`src/rtl/ysyx_24080006_issue_ctrl_if.sv`:
```
// ID/EX/WB handshake bundle for the issue controller.
// The perf counter outputs exist only when YSYX_24080006_ISSUE_PERF_EN is defined.
interface ysyx_24080006_issue_ctrl_if;
  logic        id_valid;
  logic [4:0]  id_rs1;
  logic [4:0]  id_rs2;
  logic        id_rs1_en;
  logic        id_rs2_en;
  logic [4:0]  id_rd;
  logic        id_wb;
  logic        id_serial;
  logic        ex_ready;
  logic        id_ready;
  logic        id_issue;
  logic        ex_redirect;
  logic [31:0] ex_dnpc;
  logic        redirect_valid;
  logic [31:0] redirect_pc;
  logic        flush_ifid;
  logic        wb_valid;
  logic        wb_en;
  logic [4:0]  wb_rd;
  logic [2:0]  inflight;
  logic        busy;
`ifdef YSYX_24080006_ISSUE_PERF_EN
  logic [31:0] perf_stall_cycles;
  logic [31:0] perf_flush_cnt;
`endif

  modport slave (
    input  id_valid, id_rs1, id_rs2, id_rs1_en, id_rs2_en, id_rd, id_wb, id_serial,
    input  ex_ready, ex_redirect, ex_dnpc, wb_valid, wb_en, wb_rd,
    output id_ready, id_issue, redirect_valid, redirect_pc, flush_ifid, inflight, busy
`ifdef YSYX_24080006_ISSUE_PERF_EN
    , output perf_stall_cycles, perf_flush_cnt
`endif
  );

  modport master (
    output id_valid, id_rs1, id_rs2, id_rs1_en, id_rs2_en, id_rd, id_wb, id_serial,
    output ex_ready, ex_redirect, ex_dnpc, wb_valid, wb_en, wb_rd,
    input  id_ready, id_issue, redirect_valid, redirect_pc, flush_ifid, inflight, busy
`ifdef YSYX_24080006_ISSUE_PERF_EN
    , input perf_stall_cycles, perf_flush_cnt
`endif
  );
endinterface

```
`src/rtl/ysyx_24080006_issue_ctrl.sv`:
```
// Issue/hazard controller: RAW scoreboard, CSR/ecall serialization, redirect/flush sequencing.
// Optional perf counters under YSYX_24080006_ISSUE_PERF_EN.
//
// state       | meaning
// RUN         | normal issue, gated by scoreboard hazards
// SERIAL_WAIT | serial instr in ID, draining older instructions
// SERIAL_POST | serial instr issued, blocking younger ones until it retires
// FLUSH       | one-cycle redirect pulse, IF/ID squashed
module ysyx_24080006_issue_ctrl #(
  parameter int CNT_W        = 2,
  parameter int MAX_INFLIGHT = 4
) (
  input  logic                        clock,
  input  logic                        reset_n,
  ysyx_24080006_issue_ctrl_if.slave   bus
);

  typedef enum logic [1:0] {
    S_RUN         = 2'd0,
    S_SERIAL_WAIT = 2'd1,
    S_SERIAL_POST = 2'd2,
    S_FLUSH       = 2'd3
  } state_t;

  localparam logic [CNT_W-1:0] CNT_MAX = {CNT_W{1'b1}};
  localparam logic [2:0]       INF_MAX = 3'(MAX_INFLIGHT);

  state_t           r_state;
  state_t           w_next;
  logic [CNT_W-1:0] r_cnt [32];
  logic [2:0]       r_inflight;
  logic [31:0]      r_redirect_pc;
  logic             w_hazard;
  logic             w_ready;
  logic             w_issue;
  logic             w_inc;
  logic             w_dec;

  // Only registered scoreboard state is used: a retire clears the hazard one cycle later.
  always_comb begin
    w_hazard = (bus.id_rs1_en && (bus.id_rs1 != 5'd0) && (r_cnt[bus.id_rs1] != '0)) ||
               (bus.id_rs2_en && (bus.id_rs2 != 5'd0) && (r_cnt[bus.id_rs2] != '0)) ||
               (bus.id_wb && (bus.id_rd != 5'd0) && (r_cnt[bus.id_rd] == CNT_MAX)) ||
               (r_inflight == INF_MAX);
    w_ready  = reset_n && (r_state == S_RUN) && bus.ex_ready && !w_hazard &&
               !(bus.id_serial && (r_inflight != 3'd0));
    w_issue  = bus.id_valid && w_ready;
    w_inc    = w_issue && bus.id_wb && (bus.id_rd != 5'd0);
    w_dec    = bus.wb_valid && bus.wb_en && (bus.wb_rd != 5'd0);
  end

  always_ff @(posedge clock or negedge reset_n) begin
    if (!reset_n) begin
      for (int i = 0; i < 32; i++) r_cnt[i] <= '0;
    end else begin
      for (int i = 1; i < 32; i++) begin
        if (w_inc && (bus.id_rd == 5'(i)) && !(w_dec && (bus.wb_rd == 5'(i))))
          r_cnt[i] <= r_cnt[i] + CNT_W'(1);
        else if (w_dec && (bus.wb_rd == 5'(i)) && !(w_inc && (bus.id_rd == 5'(i))))
          r_cnt[i] <= r_cnt[i] - CNT_W'(1);
      end
    end
  end

  always_ff @(posedge clock or negedge reset_n) begin
    if (!reset_n) begin
      r_inflight <= 3'd0;
    end else if (w_issue && !bus.wb_valid) begin
      r_inflight <= r_inflight + 3'd1;
    end else if (!w_issue && bus.wb_valid) begin
      r_inflight <= r_inflight - 3'd1;
    end
  end

  always_ff @(posedge clock or negedge reset_n) begin
    if (!reset_n) begin
      r_state       <= S_RUN;
      r_redirect_pc <= 32'd0;
    end else begin
      r_state <= w_next;
      if (bus.ex_redirect) r_redirect_pc <= bus.ex_dnpc;
    end
  end

  always_comb begin
    w_next = r_state;
    unique case (r_state)
      S_RUN: begin
        if (w_issue && bus.id_serial)
          w_next = S_SERIAL_POST;
        else if (bus.id_valid && bus.id_serial && (r_inflight != 3'd0))
          w_next = S_SERIAL_WAIT;
      end
      S_SERIAL_WAIT: if (r_inflight == 3'd0) w_next = S_RUN;
      S_SERIAL_POST: if (r_inflight == 3'd0) w_next = S_RUN;
      S_FLUSH:       w_next = S_RUN;
      default:       w_next = S_RUN;
    endcase
    if (bus.ex_redirect) w_next = S_FLUSH;
  end

  assign bus.id_ready       = w_ready;
  assign bus.id_issue       = w_issue;
  assign bus.redirect_valid = (r_state == S_FLUSH);
  assign bus.flush_ifid     = (r_state == S_FLUSH);
  assign bus.redirect_pc    = r_redirect_pc;
  assign bus.inflight       = r_inflight;
  assign bus.busy           = (r_inflight != 3'd0);

`ifdef YSYX_24080006_ISSUE_PERF_EN
  logic [31:0] r_perf_stall;
  logic [31:0] r_perf_flush;

  // Every redirect counts as a FLUSH entry, including back-to-back ones.
  always_ff @(posedge clock or negedge reset_n) begin
    if (!reset_n) begin
      r_perf_stall <= 32'd0;
      r_perf_flush <= 32'd0;
    end else begin
      if (bus.id_valid && !w_ready && (r_state != S_FLUSH)) r_perf_stall <= r_perf_stall + 32'd1;
      if (bus.ex_redirect) r_perf_flush <= r_perf_flush + 32'd1;
    end
  end

  assign bus.perf_stall_cycles = r_perf_stall;
  assign bus.perf_flush_cnt    = r_perf_flush;
`endif

  a_cnt_underflow: assert property (@(posedge clock) disable iff (!reset_n)
    w_dec |-> (r_cnt[bus.wb_rd] != '0));
  a_inflight_underflow: assert property (@(posedge clock) disable iff (!reset_n)
    bus.wb_valid |-> (r_inflight != 3'd0));
  a_inflight_overflow: assert property (@(posedge clock) disable iff (!reset_n)
    w_issue |-> (r_inflight < INF_MAX));

endmodule

```
`src/flat_wrapper.sv`:
```
// flat-port wrapper written by rule: the top's interface ports become plain ports
module ysyx_24080006_issue_ctrl_flat 
#(
  parameter int CNT_W        = 2,
  parameter int MAX_INFLIGHT = 4
)
  (clock, reset_n, bus_id_valid, bus_id_rs1, bus_id_rs2, bus_id_rs1_en, bus_id_rs2_en, bus_id_rd, bus_id_wb, bus_id_serial, bus_ex_ready, bus_ex_redirect, bus_ex_dnpc, bus_wb_valid, bus_wb_en, bus_wb_rd, bus_id_ready, bus_id_issue, bus_redirect_valid, bus_redirect_pc, bus_flush_ifid, bus_inflight, bus_busy);
  ysyx_24080006_issue_ctrl_if bus_i ();
  input  logic clock;
  input  logic reset_n;
  input wire logic [$bits(bus_i.id_valid)-1:0] bus_id_valid;
  input wire logic [$bits(bus_i.id_rs1)-1:0] bus_id_rs1;
  input wire logic [$bits(bus_i.id_rs2)-1:0] bus_id_rs2;
  input wire logic [$bits(bus_i.id_rs1_en)-1:0] bus_id_rs1_en;
  input wire logic [$bits(bus_i.id_rs2_en)-1:0] bus_id_rs2_en;
  input wire logic [$bits(bus_i.id_rd)-1:0] bus_id_rd;
  input wire logic [$bits(bus_i.id_wb)-1:0] bus_id_wb;
  input wire logic [$bits(bus_i.id_serial)-1:0] bus_id_serial;
  input wire logic [$bits(bus_i.ex_ready)-1:0] bus_ex_ready;
  input wire logic [$bits(bus_i.ex_redirect)-1:0] bus_ex_redirect;
  input wire logic [$bits(bus_i.ex_dnpc)-1:0] bus_ex_dnpc;
  input wire logic [$bits(bus_i.wb_valid)-1:0] bus_wb_valid;
  input wire logic [$bits(bus_i.wb_en)-1:0] bus_wb_en;
  input wire logic [$bits(bus_i.wb_rd)-1:0] bus_wb_rd;
  output wire logic [$bits(bus_i.id_ready)-1:0] bus_id_ready;
  output wire logic [$bits(bus_i.id_issue)-1:0] bus_id_issue;
  output wire logic [$bits(bus_i.redirect_valid)-1:0] bus_redirect_valid;
  output wire logic [$bits(bus_i.redirect_pc)-1:0] bus_redirect_pc;
  output wire logic [$bits(bus_i.flush_ifid)-1:0] bus_flush_ifid;
  output wire logic [$bits(bus_i.inflight)-1:0] bus_inflight;
  output wire logic [$bits(bus_i.busy)-1:0] bus_busy;
  assign bus_i.id_valid = bus_id_valid;
  assign bus_i.id_rs1 = bus_id_rs1;
  assign bus_i.id_rs2 = bus_id_rs2;
  assign bus_i.id_rs1_en = bus_id_rs1_en;
  assign bus_i.id_rs2_en = bus_id_rs2_en;
  assign bus_i.id_rd = bus_id_rd;
  assign bus_i.id_wb = bus_id_wb;
  assign bus_i.id_serial = bus_id_serial;
  assign bus_i.ex_ready = bus_ex_ready;
  assign bus_i.ex_redirect = bus_ex_redirect;
  assign bus_i.ex_dnpc = bus_ex_dnpc;
  assign bus_i.wb_valid = bus_wb_valid;
  assign bus_i.wb_en = bus_wb_en;
  assign bus_i.wb_rd = bus_wb_rd;
  assign bus_id_ready = bus_i.id_ready;
  assign bus_id_issue = bus_i.id_issue;
  assign bus_redirect_valid = bus_i.redirect_valid;
  assign bus_redirect_pc = bus_i.redirect_pc;
  assign bus_flush_ifid = bus_i.flush_ifid;
  assign bus_inflight = bus_i.inflight;
  assign bus_busy = bus_i.busy;
  ysyx_24080006_issue_ctrl #(.CNT_W(CNT_W), .MAX_INFLIGHT(MAX_INFLIGHT)) u_core (.clock(clock), .reset_n(reset_n), .bus(bus_i));
endmodule
```
`config.mk`:
```
export PLATFORM = sky130hd
export DESIGN_NAME = ysyx_24080006_issue_ctrl_flat
export DESIGN_NICKNAME = d
export VERILOG_FILES = /design/src/rtl/ysyx_24080006_issue_ctrl_if.sv /design/src/rtl/ysyx_24080006_issue_ctrl.sv /design/src/flat_wrapper.sv
export SDC_FILE = /design/constraint.sdc
export NUM_CORES = 1
export LEC_CHECK = 0
export ABC_CLOCK_PERIOD_IN_PS = 3700
export BUFFER_PORTS_ARGS = -buffer_cell sky130_fd_sc_hd__buf_2
export CORE_ASPECT_RATIO = 2
export CORE_MARGIN = 5
export CORE_UTILIZATION = 29
export CTS_CLUSTER_SIZE = 16
export DETAILED_ROUTE_END_ITERATION = 8
export PLACE_DENSITY = 0.52
export SYNTH_ARGS = -nofsm -noshare
export SYNTH_HDL_FRONTEND = slang
export SYNTH_SLANG_ARGS = --single-unit
export TNS_END_PERCENT = 100
```
`constraint.sdc`:
```
create_clock -name clock -period 3.7 [get_ports clock]
set_clock_uncertainty 0.15 [all_clocks]
set_input_delay 0.185 -clock clock [delete_from_list [all_inputs] [get_ports clock]]
set_output_delay 0.185 -clock clock [all_outputs]
set_load 0.005 [all_outputs]
```
==> results.yml, run 1 <==
run_status:
  outcome: "finished clean"
cells_and_area:
  fin_nets: 847
  drive_above_1_share: 0.285
  fin_util: 0.358
  area_growth_pct: 22.2
  fillCellCount: 2268
sta:
  holdWs_ns: 0.0714
  fin_crit_sh: 0.926
  post-route-min-period_ns: 3.43
  relSlewSlack: 0.469
  finalMaxSlewViolations: 0
  setup_violations: 0
  fmax_mhz: 292
  layout_setup_ws_ns: 0.272
  fin_tns_setup_ns: 0
  rsz0062_at_grt: "no"
  tightest_slew_ns: 0.797
  hold_viol: 0
floorplanning:
  core-area_um2: 22000
  fp.dieH_um: 221
  start_util: 0.293
  rows: 77
  fp.dieArea_um2: 25500
  boundaryPins: 103
  die_w_um: 115
clock_network:
  cts_buffers: 9
  cts_max_path_buffers: 2
  clk_latency_ns: 0.37
  cts_tree: "built"
  cts_setup_buffers: 0
  clkSinkCount: 99
  path_clk_slew_ns: 0.08
  ctsHoldBuffers: 33
  cts_resized: 0
  ctsRootBufferMaster: "clkbuf_16"
  htreeDepth: 3
route:
  wl_per_cell_um: 20.5
  drc: 0
  drtIter0Drc: 245
  routed_via_density: 5.06
  wl_mm: 21.1
  vias: 5217
  drtAntennaViolNets: 0
  dr.pass1.iters: 4
job:
  cap_violations: 0
synthesis:
  yosysTopAreaCellShare: 0.385
  ys_seq_area_frac: 0.385
  synthCells: 612
  synth_most_common_cell: "dfrtp_1"
  ys_seq_elements: 99
  syn_nets: 710
  synth_area_um2: 6440
  yosysTopAreaCell: "dfrtp_1"
  post_synth.cell_area_avg_um2: 10.5
  yosysWarnings: 2
  synth_edf_count: 0
  ys_top_cells_by_count: "99 x dfrtp_1, 64 x xor2_1, 63 x nor2_1"
  yosysUniqueCellTypes: 69
  synth_flop_cell: "dfrtp_1"
  synth_area_leaders: "dfrtp_1 38%, xor2_1 8.7%, mux2_2 6.6%"
  ys_async_sr_fraction: 1.00
global_route:
  gr-usage-all-layers: 0.170
  grt_pass1_wl_mm: 31.9
  grt_max_degree: 53
  first_global_vias: 5555
  antenna_found_initial: 0
  gr-total-overflow: 0
setup_path:
  critPathCapture: "u_core.bus.inflight[2]$_DFFE_PN0P_"
  cp_num_buf_inv: 2
  critPathMaxFanout: 5
  reg2reg_to: "u_core.bus.inflight[2]$_DFFE_PN0P_"
  slowest_delay_ns: 0.49
  r2r_setup_slack_ns: 0.27
  r2r.worst_path.cells: 13
  crit_type: "reg2reg"
  crit_cells: 13
  cpLargestDelayFamily: "simple AND/OR/NAND/NOR gates"
  critPathLaunch: "u_core.r_cnt[46]$_DFFE_PN0P_"
  reg2reg_from: "u_core.r_cnt[46]$_DFFE_PN0P_"
  critPathSlowestCell: "or4_4"
  arrival_ns: 3.58
  crit_required_ns: 3.85
  path_cells: "mux2i_1, o32ai_1, or4_4, a32oi_2, and3_4, nand4_4, inv_1, ha_1, inv_1, fa_1, xor2_1, nor2_1, xor2_1"
  start_kind: "register"
  end_kind: "register"
placement:
  dpl.hpwl_mm: 16.4
  gp_congestion: 0.946
  io_buffers: 102
  detailedPlace.worstSlack_ns: 0.173
worst_hold_path:
  min_from: "bus_id_valid"
  worstHoldPathType: "in2reg"
power_and_ir_drop:
  peakVddDrop_v: 0.000232
  powerDensity_nw_per_um2: 480
  power.leakage_nw: 3.57
  p_total_mw: 3.78
final cells by class:
type | instances | area, um2 | area share
multi-input cells | 469 | 3660 | 0.466
flip-flops and latches | 99 | 2480 | 0.315
repair buffers | 158 | 1030 | 0.131
well taps | 276 | 345 | 0.0439
clock buffers | 9 | 225 | 0.0286
clock inverters | 7 | 80.1 | 0.0102
inverters | 12 | 45.0 | 0.00573
diodes | 1 | 2.50 | 0.000318
placed cells by master (no fill, tap or decap), types with 11 or more instances in the layout:
cell type	n
xnor2_1	32
nor2_1	63
buf_2	101
o21ai_0	11
nand2_1	40
nand3_1	17
ha_1	34
buf_4	23
mux4_2	12
xor2_1	64
dfrtp_1	99
mux2_2	38
nor3_1	41
dlygate4sd3_1	33
inv_1	11
how the worst min path moves through the flow:
stage,endpoint,slack (ns),cells past startpoint
4_1_cts,u_core.r_state[1]$_DFFE_PN0P_,0.04,4
3_5_place_dp,u_core.bus.redirect_pc[26]$_DFFE_PN0P_,0.27,2
5_1_grt,u_core.r_state[1]$_DFFE_PN0P_,0.08,4
2_1_floorplan,u_core.bus.inflight[0]$_DFFE_PN0P_,-0.26,0
6_report,u_core.r_state[1]$_DFFE_PN0P_,0.07,4
3_3_place_gp,u_core.bus.redirect_pc[11]$_DFFE_PN0P_,0.27,2
worst register-to-register path: stages (launching register included):
cell and delay (ns):
dfrtp_1 0.47, mux2i_1 0.20, o32ai_1 0.12, or4_4 0.49, a32oi_2 0.37, and3_4 0.26, nand4_4 0.12, inv_1 0.13
ha_1 0.19, inv_1 0.06, fa_1 0.37, xor2_1 0.15, nor2_1 0.12, xor2_1 0.16
sequential cells by signal, indices dropped and copies added (netlist names):
name	flops
u_core.r_state	2
u_core.bus.inflight	3
u_core.bus.redirect_pc	32
u_core.r_cnt	62
per-stage QoR:
step / std cells / cell area, um2
floorplan: 612 / 6440
global placement: 981 / 7230
detailed placement: 981 / 7230
CTS: 1030 / 7870
global route: 1030 / 7870
finish: 1031 / 7870
kinds of logic after synthesis:
| logic type | count (synthesis) | synth area share |
|---|---|---|
| simple gates | 223 | 0.180 |
| fa+ha+maj | 35 | 0.0692 |
| compound gates | 55 | 0.0599 |
| xor+xnor | 96 | 0.131 |
| mux | 60 | 0.129 |
| buf+inv | 44 | 0.0462 |
| flops | 99 | 0.385 |
power breakdown:
part	switching, mW	total [mW]	leakage (nW)	internal, mW
Combinational	0.510	1.08	2.20	0.574
Sequential	0.378	1.72	1.22	1.34
Clock	0.495	0.976	0.146	0.481
metal layers:
layer  global-route usage  up-vias  share of wire
met5                    0        -              0
met1                0.167     2565           0.33
met4                0.114        0          0.065
met3               0.0298       60          0.038
li1                     -     2442              -
met2                0.316      150           0.57
(Power assumes the default switching activity.)
==> run 2: changes to the inputs <==
--- a/config.mk
+++ b/config.mk
@@ -5,14 +5,13 @@
 export SDC_FILE = /design/constraint.sdc
 export NUM_CORES = 1
 export LEC_CHECK = 0
-export ABC_CLOCK_PERIOD_IN_PS = 3700
 export BUFFER_PORTS_ARGS = -buffer_cell sky130_fd_sc_hd__buf_2
 export CORE_ASPECT_RATIO = 2
 export CORE_MARGIN = 5
 export CORE_UTILIZATION = 29
 export CTS_CLUSTER_SIZE = 16
 export DETAILED_ROUTE_END_ITERATION = 8
-export PLACE_DENSITY = 0.52
+export PLACE_DENSITY = 0.57
 export SYNTH_ARGS = -nofsm -noshare
 export SYNTH_HDL_FRONTEND = slang
 export SYNTH_SLANG_ARGS = --single-unit
==> results.yml, run 2 (synthesis gave the netlist of run 1 again) <==
clock_network:
  ctsRootBufferMaster: "clkbuf_16"
  clk_latency_ns: 0.37
  cts_resized: 0
  cts_tree: "built"
  path_clk_slew_ns: 0.08
  htreeDepth: 3
  cts_max_path_buffers: 2
  clkSinkCount: 99
  cts_buffers: 9
placement:
  detailedPlace.worstSlack_ns: 0.201
  gp_congestion: 0.933
  dpl.hpwl_mm: 16.1
  io_buffers: 102
sta:
  fin_tns_setup_ns: 0
  finalMaxSlewViolations: 0
  rsz0062_at_grt: "no"
  setup_violations: 0
  relSlewSlack: 0.410
  hold_viol: 0
  fin_crit_sh: 0.919
  layout_setup_ws_ns: 0.300
  tightest_slew_ns: 0.884
  post-route-min-period_ns: 3.40
  fmax_mhz: 294
route:
  vias: 5202
  dr.pass1.iters: 4
  wl_per_cell_um: 20.3
  routed_via_density: 5.07
  drtIter0Drc: 300
  drtAntennaViolNets: 0
  drc: 0
  wl_mm: 20.8
power_and_ir_drop:
  power.leakage_nw: 3.58
  peakVddDrop_v: 0.000242
  powerDensity_nw_per_um2: 485
floorplanning:
  boundaryPins: 103
  die_w_um: 115
  rows: 77
  core-area_um2: 22000
  fp.dieH_um: 221
  start_util: 0.293
  fp.dieArea_um2: 25500
cells_and_area:
  fin_util: 0.358
  area_growth_pct: 22.2
  largest_reg_flops: 62
  fillCellCount: 2242
  drive_above_1_share: 0.282
  regMostFlops: "u_core.r_cnt"
  layout_commonest_cell: "buf_2"
  layout_common_cells: "101 x buf_2, 99 x dfrtp_1, 64 x xor2_1"
  num_antenna_cells: 0
  fin_nets: 844
setup_path:
  r2r.worst_path.cells: 13
  crit_required_ns: 3.85
  critPathMaxFanout: 5
  crit_type: "reg2reg"
  start_kind: "register"
  end_kind: "register"
  arrival_ns: 3.55
global_route:
  antenna_found_initial: 0
  gr-total-overflow: 0
  gr-usage-all-layers: 0.169
  grt_max_degree: 65
  grt_pass1_wl_mm: 31.5
  first_global_vias: 5430
worst_hold_path:
  worstHoldPathType: "in2reg"
  min_path_cells: 4
run_status:
  outcome: "finished clean"
job:
  cap_violations: 0
[run 2: cell count changes in the layout (fill, tap and decap cells not counted)]
| cell | previous run | this run |
|---|---|---|
| diode_2 | 1 | 0 |
| clkinvlp_4 | 1 | 0 |
| inv_8 | 2 | 1 |
| bufinv_16 | 0 | 1 |
| inv_6 | 1 | 3 |
| buf_12 | 1 | 2 |
| buf_4 | 23 | 19 |
| clkinv_8 | 2 | 1 |
[run 2: final timing paths]
path / startpoint / end / slack [ns]
max in group asynchronous: reset_n / u_core.r_cnt[61]$_DFFE_PN0P_ / 1.79
setup / recovery: u_core.r_cnt[60]$_DFFE_PN0P_ / u_core.bus.inflight[2]$_DFFE_PN0P_ / 0.30
hold reg to reg: u_core.bus.inflight[2]$_DFFE_PN0P_ / u_core.bus.inflight[2]$_DFFE_PN0P_ / 0.34
hold / removal: bus_id_valid / u_core.r_state[1]$_DFFE_PN0P_ / 0.05
setup reg to reg: u_core.r_cnt[60]$_DFFE_PN0P_ / u_core.bus.inflight[2]$_DFFE_PN0P_ / 0.30
min in group asynchronous: reset_n / u_core.r_cnt[33]$_DFFE_PN0P_ / 0.34
[run 2: area by class of cell]
type | count | area, um2 | area share
multi-input cells | 469 | 3660 | 0.466
flip-flops and latches | 99 | 2480 | 0.315
repair buffers | 155 | 1020 | 0.129
well taps | 276 | 345 | 0.0439
clock buffers | 9 | 225 | 0.0286
clock inverters | 7 | 92.6 | 0.0118
inverters | 12 | 45.0 | 0.00573
[run 2: power breakdown]
part / switching [mW] / total [mW] / leakage [nW] / internal, mW
sequential: 0.368 / 1.71 / 1.22 / 1.34
clock: 0.476 / 1.02 / 0.156 / 0.544
combinational: 0.520 / 1.09 / 2.20 / 0.573
total: 1.36 / 3.82 / 3.58 / 2.45
[run 2: critical path: stages, from the launching register on]
cell       delay [ns]
dfrtp_1          0.47
a21oi_1          0.18
a2111oi_0        0.08
or4_4            0.56
a32oi_2          0.35
and3_4           0.26
nand4_4          0.12
inv_1            0.13
ha_1             0.20
inv_1            0.06
fa_1             0.37
xor2_1           0.15
nor2_1           0.11
xor2_1           0.15
[run 2: repair_timing]
action,4_1_cts,5_1_grt
hold endpoints to repair,67,0
hold buffers,33,0
buffers inserted,0,0
[run 2: metal layers]
layer  GRT usage  wire (um)  vias to the layer above
met4       0.142       1870                        0
met5           0          0                        -
li1            -          -                     2437
met3      0.0279        729                       79
met2       0.308      11600                      160
met1       0.160       6610                     2526
[run 2: metrics by stage]
stage	instances	hold WS [ns]	power (mW)	area [um2]
2_1_floorplan	612	-0.261	2.30	6440
3_3_place_gp	978	0.210	2.77	7220
3_5_place_dp	978	0.210	2.78	7220
4_1_cts	1027	0.0369	3.86	7870
5_1_grt	1027	0.0769	4.04	7870
6_report	1027	0.0470	3.82	7870
